==> src/rtl/ram_arbiter.sv <==
// ram_arbiter: two-client round-robin arbiter and sequencer for a single-port
// RAM with registered read data. One RAM command is in flight at a time.
//
// state   | meaning
// --------+------------------------------------------------------------
// IDLE    | sample requests, pick a winner, latch its command
// WRITE   | drive ram_wr_en and the owner's gnt for one cycle
// READ    | drive ram_rd_en and the owner's gnt for one cycle
// RESP    | RAM read data is valid; capture it for the owner
module ram_arbiter #(
    parameter int ADDR_WIDTH = 5,
    parameter int DATA_WIDTH = 8
) (
    input  logic                  clk,
    input  logic                  rst,

    input  logic                  a_req,
    input  logic                  a_we,
    input  logic [ADDR_WIDTH-1:0] a_addr,
    input  logic [DATA_WIDTH-1:0] a_wdata,
    output logic                  a_gnt,
    output logic                  a_rvalid,
    output logic [DATA_WIDTH-1:0] a_rdata,

    input  logic                  b_req,
    input  logic                  b_we,
    input  logic [ADDR_WIDTH-1:0] b_addr,
    input  logic [DATA_WIDTH-1:0] b_wdata,
    output logic                  b_gnt,
    output logic                  b_rvalid,
    output logic [DATA_WIDTH-1:0] b_rdata,

    output logic                  ram_rd_en,
    output logic                  ram_wr_en,
    output logic [ADDR_WIDTH-1:0] ram_addr,
    output logic [DATA_WIDTH-1:0] ram_data_in,
    input  logic [DATA_WIDTH-1:0] ram_data_out
);

    localparam logic [1:0] S_IDLE  = 2'd0;
    localparam logic [1:0] S_WRITE = 2'd1;
    localparam logic [1:0] S_READ  = 2'd2;
    localparam logic [1:0] S_RESP  = 2'd3;

    // Requester identifiers, used for both the owner and the priority pointer.
    localparam logic OWN_A = 1'b0;
    localparam logic OWN_B = 1'b1;

    logic [1:0]            state_q,    state_d;
    logic                  ptr_q,      ptr_d;
    logic                  owner_q,    owner_d;
    logic [ADDR_WIDTH-1:0] cmd_addr_q, cmd_addr_d;
    logic [DATA_WIDTH-1:0] cmd_data_q, cmd_data_d;
    logic                  a_rvalid_q, a_rvalid_d;
    logic                  b_rvalid_q, b_rvalid_d;
    logic [DATA_WIDTH-1:0] a_rdata_q,  a_rdata_d;
    logic [DATA_WIDTH-1:0] b_rdata_q,  b_rdata_d;

    logic                  any_req;
    logic                  winner;
    logic                  win_we;
    logic [ADDR_WIDTH-1:0] win_addr;
    logic [DATA_WIDTH-1:0] win_data;

    // Winner selection: a lone requester always wins, otherwise ptr decides.
    always_comb begin
        any_req  = a_req | b_req;
        winner   = OWN_A;
        if (a_req && b_req) begin
            winner = ptr_q;
        end else if (b_req) begin
            winner = OWN_B;
        end
        win_we   = (winner == OWN_B) ? b_we    : a_we;
        win_addr = (winner == OWN_B) ? b_addr  : a_addr;
        win_data = (winner == OWN_B) ? b_wdata : a_wdata;
    end

    // Next-state, command capture and priority pointer update.
    always_comb begin
        state_d    = state_q;
        ptr_d      = ptr_q;
        owner_d    = owner_q;
        cmd_addr_d = cmd_addr_q;
        cmd_data_d = cmd_data_q;
        case (state_q)
            S_IDLE: begin
                if (any_req) begin
                    owner_d    = winner;
                    ptr_d      = ~winner;
                    cmd_addr_d = win_addr;
                    cmd_data_d = win_data;
                    state_d    = win_we ? S_WRITE : S_READ;
                end
            end
            S_WRITE: state_d = S_IDLE;
            S_READ:  state_d = S_RESP;
            S_RESP:  state_d = S_IDLE;
            default: state_d = S_IDLE;
        endcase
    end

    // Read response capture: RAM data is valid during RESP, so register it
    // for the owner and pulse its rvalid in the following cycle.
    always_comb begin
        a_rvalid_d = 1'b0;
        b_rvalid_d = 1'b0;
        a_rdata_d  = a_rdata_q;
        b_rdata_d  = b_rdata_q;
        if (state_q == S_RESP) begin
            if (owner_q == OWN_A) begin
                a_rvalid_d = 1'b1;
                a_rdata_d  = ram_data_out;
            end else begin
                b_rvalid_d = 1'b1;
                b_rdata_d  = ram_data_out;
            end
        end
    end

    // State and datapath registers with synchronous reset.
    always_ff @(posedge clk) begin
        if (rst) begin
            state_q    <= S_IDLE;
            ptr_q      <= OWN_A;
            owner_q    <= OWN_A;
            cmd_addr_q <= '0;
            cmd_data_q <= '0;
            a_rvalid_q <= 1'b0;
            b_rvalid_q <= 1'b0;
            a_rdata_q  <= '0;
            b_rdata_q  <= '0;
        end else begin
            state_q    <= state_d;
            ptr_q      <= ptr_d;
            owner_q    <= owner_d;
            cmd_addr_q <= cmd_addr_d;
            cmd_data_q <= cmd_data_d;
            a_rvalid_q <= a_rvalid_d;
            b_rvalid_q <= b_rvalid_d;
            a_rdata_q  <= a_rdata_d;
            b_rdata_q  <= b_rdata_d;
        end
    end

    // RAM strobes and grants are decoded from the state so they are
    // mutually exclusive and zero in IDLE and RESP by construction.
    always_comb begin
        ram_wr_en   = (state_q == S_WRITE);
        ram_rd_en   = (state_q == S_READ);
        ram_addr    = cmd_addr_q;
        ram_data_in = cmd_data_q;
        a_gnt       = (ram_wr_en || ram_rd_en) && (owner_q == OWN_A);
        b_gnt       = (ram_wr_en || ram_rd_en) && (owner_q == OWN_B);
        a_rvalid    = a_rvalid_q;
        b_rvalid    = b_rvalid_q;
        a_rdata     = a_rdata_q;
        b_rdata     = b_rdata_q;
    end

    // Structural invariants of the sequencer.
    a_strobe_excl: assert property (@(posedge clk) disable iff (rst)
        !(ram_rd_en && ram_wr_en));
    a_gnt_excl: assert property (@(posedge clk) disable iff (rst)
        !(a_gnt && b_gnt));
    a_rvalid_excl: assert property (@(posedge clk) disable iff (rst)
        !(a_rvalid && b_rvalid));

endmodule
==> config.mk <==
export PLATFORM = sky130hd
export DESIGN_NAME = ram_arbiter
export DESIGN_NICKNAME = d
export VERILOG_FILES = /design/src/rtl/ram_arbiter.sv
export SDC_FILE = /design/constraint.sdc
export NUM_CORES = 1
export LEC_CHECK = 0
export CAP_MARGIN = 20
export CORE_ASPECT_RATIO = 1.2
export CORE_MARGIN = 8
export CORE_UTILIZATION = 42
export CTS_CLUSTER_SIZE = 14
export DETAILED_ROUTE_END_ITERATION = 8
export PLACE_DENSITY = 0.84
export SYNTH_ARGS = -nofsm -noshare
export SYNTH_HDL_FRONTEND = slang
export SYNTH_SLANG_ARGS = --single-unit
export TNS_END_PERCENT = 30
==> constraint.sdc <==
create_clock -name clk -period 4.1 [get_ports clk]
set_clock_uncertainty 0.05 [all_clocks]
set_input_delay 0.82 -clock clk [delete_from_list [all_inputs] [get_ports clk]]
set_output_delay 0.82 -clock clk [all_outputs]
set_load 0.02 [all_outputs]
### Word-level counts from Yosys, hierarchy flattened

Index checks and enable logic that the tools add are counted.

| storage, ports and cells | value |
|---|---|
| output and inout bits | 35 |
| logic and storage cells | 37 |
| register bits after elaboration | 35 |
| input port bits | 40 |

| cells by class | value |
|---|---|
| bitwise gates (word level) | 4 |
| equality and inequality tests | 4 |
| muxes and demuxes | 10 |
| reductions and logical operators | 10 |

Operator list:

| cell | number |
|---|---|
| $mux 8 | 1 |
| $pmux 2 s3 | 1 |
| $reduce_and 2->1 | 3 |
| $mux 1 | 5 |
| $mux 5 | 1 |
| $eq 2x2->1 const B | 2 |
| $mux 2 | 2 |
| $reduce_or 2->1 | 2 |
| $logic_and 1x1->1 | 3 |
| $not 1->1 | 3 |
| $eq 2x1->1 const B | 1 |
| $logic_not 2->1 | 1 |
| $ne 2x2->1 const B | 1 |
| $logic_or 1x1->1 | 1 |
| $or 1x1->1 | 1 |

### Longest topological paths before layout

Gate-level depths: netlist of run 1.

| depth | value |
|---|---|
| word-level depth | 6 |
| gate-level depth with buffers | 7 |

### Worst setup path after synthesis of run 1

OpenSTA, ideal clock, no wires.

| timing | value |
|---|---|
| kind | register to output |
| start | reg state_q[0] |
| end | out a_gnt |
| setup slack | 2.218 ns |
| stages on the path, launching flop included | 4 |
| data arrival time | 1.012 ns |
| required time | 3.230 ns |
| path buffers | 0 |
| path through | dfxtp_1 > inv_1 > ha_1 > nor2b_1 |

| on the way | value |
|---|---|
| longest elaborated chain between the ends | 3 |
| elaborated cells on any way between the ends | 4 |
| classes of those cells | eq/ne (2); reduce/logical (2) |

Ends and longest elaborated chain:

| what | line | RTL |
|---|---|---|
| start: declaration | 49 | `logic [1:0] state_q, state_d;` |
| start signal: assignment | 134 | `state_q <= state_d;` |
| $eq 2x1->1 or $eq 2x2->1 (tied branches) | 149, 150 |  |
| $logic_or 1x1->1 (*) | 153 | `a_gnt = (ram_wr_en \|\| ram_rd_en) && (owner_q == OWN_A);` |
| $logic_and 1x1->1 (*) | 153 |  |
| end: declaration | 21 | `output logic a_gnt,` |

Every way passes the cells marked *; elsewhere a longest branch is shown, timed or not.

### Worst setup path after layout of run 1

Same ends and word-level chain as after synthesis.

==> flow_summary.json, run 1 <==
{
  "netlist.top_cell.by_area": "dfxtp_1",
  "ys_top_cells_by_count": "dfxtp_1 (35), nand2_1 (26), a21oi_1 (17), nor4b_1 (13), a221o_1 (10)",
  "clock_tree.root_cell": "clkbuf_8",
  "hold_path_depth": 2,
  "synth_seq_cells": 35,
  "area_of_the_placeable_core_sq_um": 3367,
  "cts_max_path_buffers": 2,
  "post_cts.repair.setup_buffers": 0,
  "crit_chain": "inv_1 > ha_1 > nor2b_1 > clkdlybuf4s50_1",
  "cts-hold-fix-buffers": 0,
  "num_ports": 75,
  "maxCapViolations": 0,
  "global_route_wire_length_before_repair_um": 6651,
  "synthesized_cell_area_sq_um": 1480,
  "crit_required_ps": 3230,
  "cp_num_cells": 4,
  "area.growth.synth_to_final_pct": 54.10,
  "placed_area_sq_um": 2200,
  "reg2reg_depth": 5,
  "drt_iter0_drc": 90,
  "power.leakage_nw": 0.8003,
  "startpoint_type": "register",
  "vdd_drop_max_mv": 0.3062,
  "chipHeight_um": 81.03,
  "synth_top_cell_area_share_pct": 47.34,
  "setup.reg_to_reg.worst_slack_ps": 2160,
  "max_stage_delay_ps": 610,
  "synthTopCellsByArea": "dfxtp_1 (47%), nor4b_1 (7.7%), a221o_1 (6.8%), nand2_1 (6.6%), a21oi_1 (5.7%)",
  "layout_worst_path_cycle_share_pct": 63.98,
  "critPathCaptureType": "output port",
  "grt_overflow_total": 0,
  "cts_max_level": 2,
  "crit_buf_inv": 2,
  "buffer_ports.inserted": 74,
  "worst_hold_path_type": "register to register",
  "route.detailed.drc": 0,
  "finalHoldViolations": 0,
  "tritoncts_clock_tree": "done",
  "ant_nets": 0,
  "initial_core_util_pct": 43.96,
  "ctsResizeCount": 0,
  "rr_endpoint": "ram_data_in[5]",
  "tritoncts_buffer_count": 5,
  "most_repeated_cell_in_the_gate_level_netlist_after_synthesis": "dfxtp_1",
  "dieArea_sq_um": 5688,
  "share_of_post_route_cells_with_drive_strength_above_1_pct": 6.579,
  "drt_pass1_iterations": 4,
  "drt-wirelength-per-cell_um": 15.20,
  "worst_hold_path.endpoint": "a_rdata[7]",
  "netlist-cell-type-count": 30,
  "routabilityCongestion": 0.7265,
  "fin_area_sq_um": 2281,
  "antenna_found_initial": 0,
  "final_util_pct": 67.74,
  "synthesis.instances": 158,
  "timing_max_transition_violations_final": 0,
  "fp-row-count": 23,
  "cp_slowest_cell": "clkdlybuf4s50_1",
  "number_of_nets_in_the_layout": 271,
  "synthArstFlopShare_pct": 0,
  "dieWidth_um": 70.19,
  "later_pin_clock_latency_in_the_skew_report_ps": 280,
  "yosys_warning_count": 0,
  "outcome": "finished clean",
  "globalRouteTotalUtil_pct": 14.15,
  "cp.arrival_ps": 1750,
  "pwr_density_cell_nw_per_um2": 423.6,
  "post_synth.cell_area_avg_sq_um": 9.368,
  "dominantRegCellSynth": "dfxtp_1",
  "final.min_clock_period_ps": 2623,
  "least_margin_pin_slew_ps": 835.9,
  "clkSlewWorstSetupHoldPaths_ps": 60,
  "num_vias": 1451,
  "fin_setup_tns_ps": 0,
  "fill_cells": 274,
  "clkSinkCount": 35,
  "dpl.hpwl_um": 3001,
  "insertedDiodeCount": 0,
  "crit_family": "buffers and inverters",
  "worstSetupPathType": "register to output port",
  "crit_path_max_fanout": 4,
  "first_global_vias": 1467,
  "routed_wirelength_um": 4029,
  "post_synth_edffs": 0,
  "min-delay-start": "a_rdata[7]",
  "via_per_inst": 5.475,
  "r2r-start": "state_q[1]",
  "timing.fmax_ghz": 0.3812,
  "finalSetupViolCount": 0,
  "synth.yosys.seq_area_share_pct": 47.34,
  "worst_slew_margin_rel_pct": 43.97,
  "postSynthNetCount": 202,
  "grt_start_max_net_pins": 38,
  "grt_setup_unrepaired": "no"
}
[layout by cell type, fill, tap and decap left out, drive strengths merged, types with 2 or more instances in the layout]
| cell type | count |
|---|---|
| nor4b | 13 |
| nand3 | 8 |
| nand2b | 3 |
| clkdlybuf4s50 | 74 |
| nor2b | 4 |
| a21oi | 18 |
| ha | 4 |
| and2 | 2 |
| nand2 | 27 |
| dfxtp | 35 |
| nor2 | 7 |
| inv | 2 |
| clkbuf | 7 |
| o21ai | 2 |
| a221o | 13 |
[kinds of logic after synthesis]
logic type,synth area share (%)
AO/OA/AOI/OAI,18.43
flip-flops,47.34
AND/OR/NAND/NOR,25.28
buffers and inverters,5.579
adder cells (fa/ha/maj),3.381
[power breakdown]
part           switching (mW)  total, mW  internal [mW]
Sequential             0.0312      0.412          0.381
Combinational           0.162      0.324          0.162
Clock                   0.112      0.230          0.119
[tightest hold or removal path: cells and delay by family, from the launching register on]
family | cells | cell delay [ps]
flip-flops | 1 | 310
AND/OR/NAND/NOR | 1 | 50
AO/OA/AOI/OAI | 1 | 50
[worst max path at each step]
stage / start / endpoint / slack [ps]
floorplan: state_q[0] / a_gnt / 2220
global placement: b_req / ram_data_in[2] / 1560
detailed placement: b_req / ram_data_in[5] / 1530
CTS: state_q[0] / a_gnt / 1460
global route: state_q[0] / a_gnt / 1370
finish: state_q[0] / a_gnt / 1480
[per-layer routing]
metal / GRT usage (%) / vias to the layer above / part of all wire, % / wire (um)
met5: 0 / - / 0 / 0
met4: 4.225 / 0 / 1.1 / 46
met3: 8.648 / 7 / 12 / 495
met2: 23.33 / 73 / 45 / 1816
met1: 14.92 / 668 / 41 / 1671
li1: - / 703 / - / -
[sequential cells by signal, summed over array words and instances, names as in the netlist]
name         cells
owner_q          1
a_rvalid         1
ram_data_in      8
b_rvalid         1
ram_addr         5
b_rdata          8
state_q          2
ptr_q            1
a_rdata          8
[through the flow]
stage          setup slack (ps)  hold WS [ps]  total power, mW  instances
2_1_floorplan              2218         479.3           0.6057        158
3_3_place_gp               1565         392.2           0.7410        257
3_5_place_dp               1534         396.1           0.7434        257
4_1_cts                    1457         405.7           0.9764        265
5_1_grt                    1373         421.5            1.017        265
6_report                   1477         402.1           0.9661        265
[final cells by class]
class / instances / area (sq um) / area share, %
timing repair buffer: 75 / 748.2 / 32.80
sequential: 35 / 700.7 / 30.72
multi-input combinational: 108 / 696.9 / 30.55
clock buffer: 7 / 76.32 / 3.346
tap: 37 / 46.29 / 2.030
inverter: 2 / 7.507 / 0.3291
clock inverter: 1 / 5.005 / 0.2194
Note: power is estimated with default switching activity, not from simulation.
==> inputs of run 2 (changes only) <==
- CORE_UTILIZATION: 42 -> 35
- PLACE_DENSITY: 0.84 -> 0.75
- clock period: 4.1 -> 2.2 ns (I/O delays scaled with it)
==> flow_summary.json, run 2 (same netlist as run 1, synthesis figures left out) <==
{
  "fin_setup_tns_ps": 0,
  "max_stage_delay_ps": 380,
  "layout_worst_path_cycle_share_pct": 91.70,
  "drt-wirelength-per-cell_um": 14.86,
  "finalSetupViolCount": 0,
  "crit_chain": "inv_1 > ha_1 > and2_1 > dlygate4sd2_1",
  "timing.fmax_ghz": 0.4957,
  "fp-row-count": 26,
  "routed-wl-met3_um": 474,
  "top_layer": "met4",
  "route.layer.met1.wl_um": 1734,
  "routabilityCongestion": 0.7340,
  "route.detailed.drc": 0,
  "routed-wl-met2_um": 2020,
  "dieWidth_um": 75.37,
  "num_ports": 75,
  "dieArea_sq_um": 6575,
  "initial_core_util_pct": 35.55,
  "later_pin_clock_latency_in_the_skew_report_ps": 270,
  "area_of_the_placeable_core_sq_um": 4164,
  "multi_input_comb_area_sq_um": 696.9,
  "cp-startpoint": "state_q[0]",
  "dpl.hpwl_um": 3224,
  "pre_cts_slack_ps": 14.80,
  "cts_max_path_buffers": 2,
  "placed_area_sq_um": 2238,
  "maxCapViolations": 0,
  "r2r-start": "state_q[0]",
  "cp.arrival_ps": 1530,
  "final_util_pct": 55.74,
  "clock_tree.root_cell": "clkbuf_8",
  "timing_max_transition_violations_final": 0,
  "drt_pass1_iterations": 4,
  "cp_slowest_cell": "dfxtp_1",
  "final_cell_mix": "clkdlybuf4s50_1 (72), dfxtp_1 (35), nand2_1 (26)",
  "routed_wirelength_um": 4249,
  "tritoncts_buffer_count": 5,
  "via_per_inst": 4.955,
  "worst_slew_margin_rel_pct": 42.73,
  "fill_cells": 391,
  "tritoncts_clock_tree": "done",
  "drt_iter0_drc": 74,
  "num_vias": 1417,
  "crit_family": "buffers and inverters",
  "area.growth.synth_to_final_pct": 56.80,
  "grt_overflow_total": 0,
  "crit_buf_inv": 2,
  "worstSetupEndpoint": "b_gnt",
  "startpoint_type": "register",
  "final_critical_path_setup_slack_ps": 182.6,
  "clkSinkCount": 35,
  "antenna_found_initial": 0,
  "final.min_clock_period_ps": 2017,
  "final_common_cell": "clkdlybuf4s50_1",
  "total_power_mw": 1.806,
  "share_of_post_route_cells_with_drive_strength_above_1_pct": 7.826,
  "finalHoldViolations": 0,
  "worst_hold_path_type": "register to register",
  "outcome": "finished clean",
  "fin_area_sq_um": 2321,
  "insertedDiodeCount": 0,
  "least_margin_pin_slew_ps": 854.4,
  "global_route_wire_length_before_repair_um": 6893,
  "grt_setup_unrepaired": "no",
  "crit_path_max_fanout": 4,
  "vdd_drop_max_mv": 0.4170,
  "critPathCaptureType": "output port",
  "grt_start_max_net_pins": 24,
  "number_of_nets_in_the_layout": 273,
  "setup.reg_to_reg.worst_slack_ps": 240,
  "ant_nets": 0,
  "first_global_vias": 1484,
  "worstSetupPathType": "register to output port",
  "buffer_ports.inserted": 74,
  "power.leakage_nw": 0.8169,
  "crit_required_ps": 1710,
  "cts_max_level": 2,
  "clkSlewWorstSetupHoldPaths_ps": 70,
  "reg2reg_depth": 5,
  "cts-hold-fix-buffers": 0,
  "pwr_density_cell_nw_per_um2": 778.1,
  "sequential_cell_area_sq_um": 700.7,
  "chipHeight_um": 87.24,
  "globalRouteTotalUtil_pct": 13.23,
  "rr_endpoint": "ram_data_in[1]",
  "cp_num_cells": 4
}
## run 2: cell types whose count changed in the layout (fill, tap and decap cells not counted), sizes merged
cell,delta
clkinvlp,+1
buf,+2
clkbuf,-1
clkdlybuf4s50,-2
dlygate4sd2,+2
## run 2: worst register-to-register path, cell delays in order (launching register included)
cell and delay [ps]:
dfxtp_1 340, inv_1 90, ha_1 350, nand2_1 130, nor3_2 660, a221o_2 280
## run 2: report_power, final
part           switching [mW]  internal [mW]  leakage, nW
clock network           0.215          0.221       0.0412
logic                   0.314          0.299        0.490
registers              0.0488          0.709        0.285
total                   0.577           1.23        0.817
## run 2: area by class of cell
| class | count | share of cell area (%) |
|---|---|---|
| clock buffers | 6 | 3.127 |
| clock inverters | 2 | 0.5391 |
| inverters | 2 | 0.3234 |
| multi-input cells | 108 | 30.03 |
| flip-flops and latches | 35 | 30.19 |
| well taps | 56 | 3.019 |
| repair buffers | 77 | 32.78 |
## run 2: how the worst min path moves through the flow
stage	start	endpoint	slack (ps)	depth (start not counted)
final	a_rdata[7]	a_rdata[7]	400	2
after floorplan	ptr_q	ptr_q	480	1
after detailed placement	a_rdata[7]	a_rdata[7]	400	2
after CTS	a_rdata[2]	a_rdata[2]	410	2
after global placement	a_rdata[6]	a_rdata[6]	390	2
after global routing	b_rdata[6]	b_rdata[6]	430	2
## run 2: per-stage QoR
step                      hold slack (ps)  std cells
after floorplan                     479.3        158
after global placement              392.0        278
after detailed placement            398.5        278
after CTS                           407.9        286
after global routing                429.3        286
final                               404.5        286
## run 2: per-layer routing
metal,global-route usage [%],vias to the layer above
li1,-,709
met1,15.50,645
met2,20.06,61
met3,7.258,2
met4,3.678,0
met5,0,-
## run 2: repair_timing
action / CTS / global route
setup endpoints to repair: 2 / 0
setup buffers: 0 / 0
gates resized for setup: 2 / 0
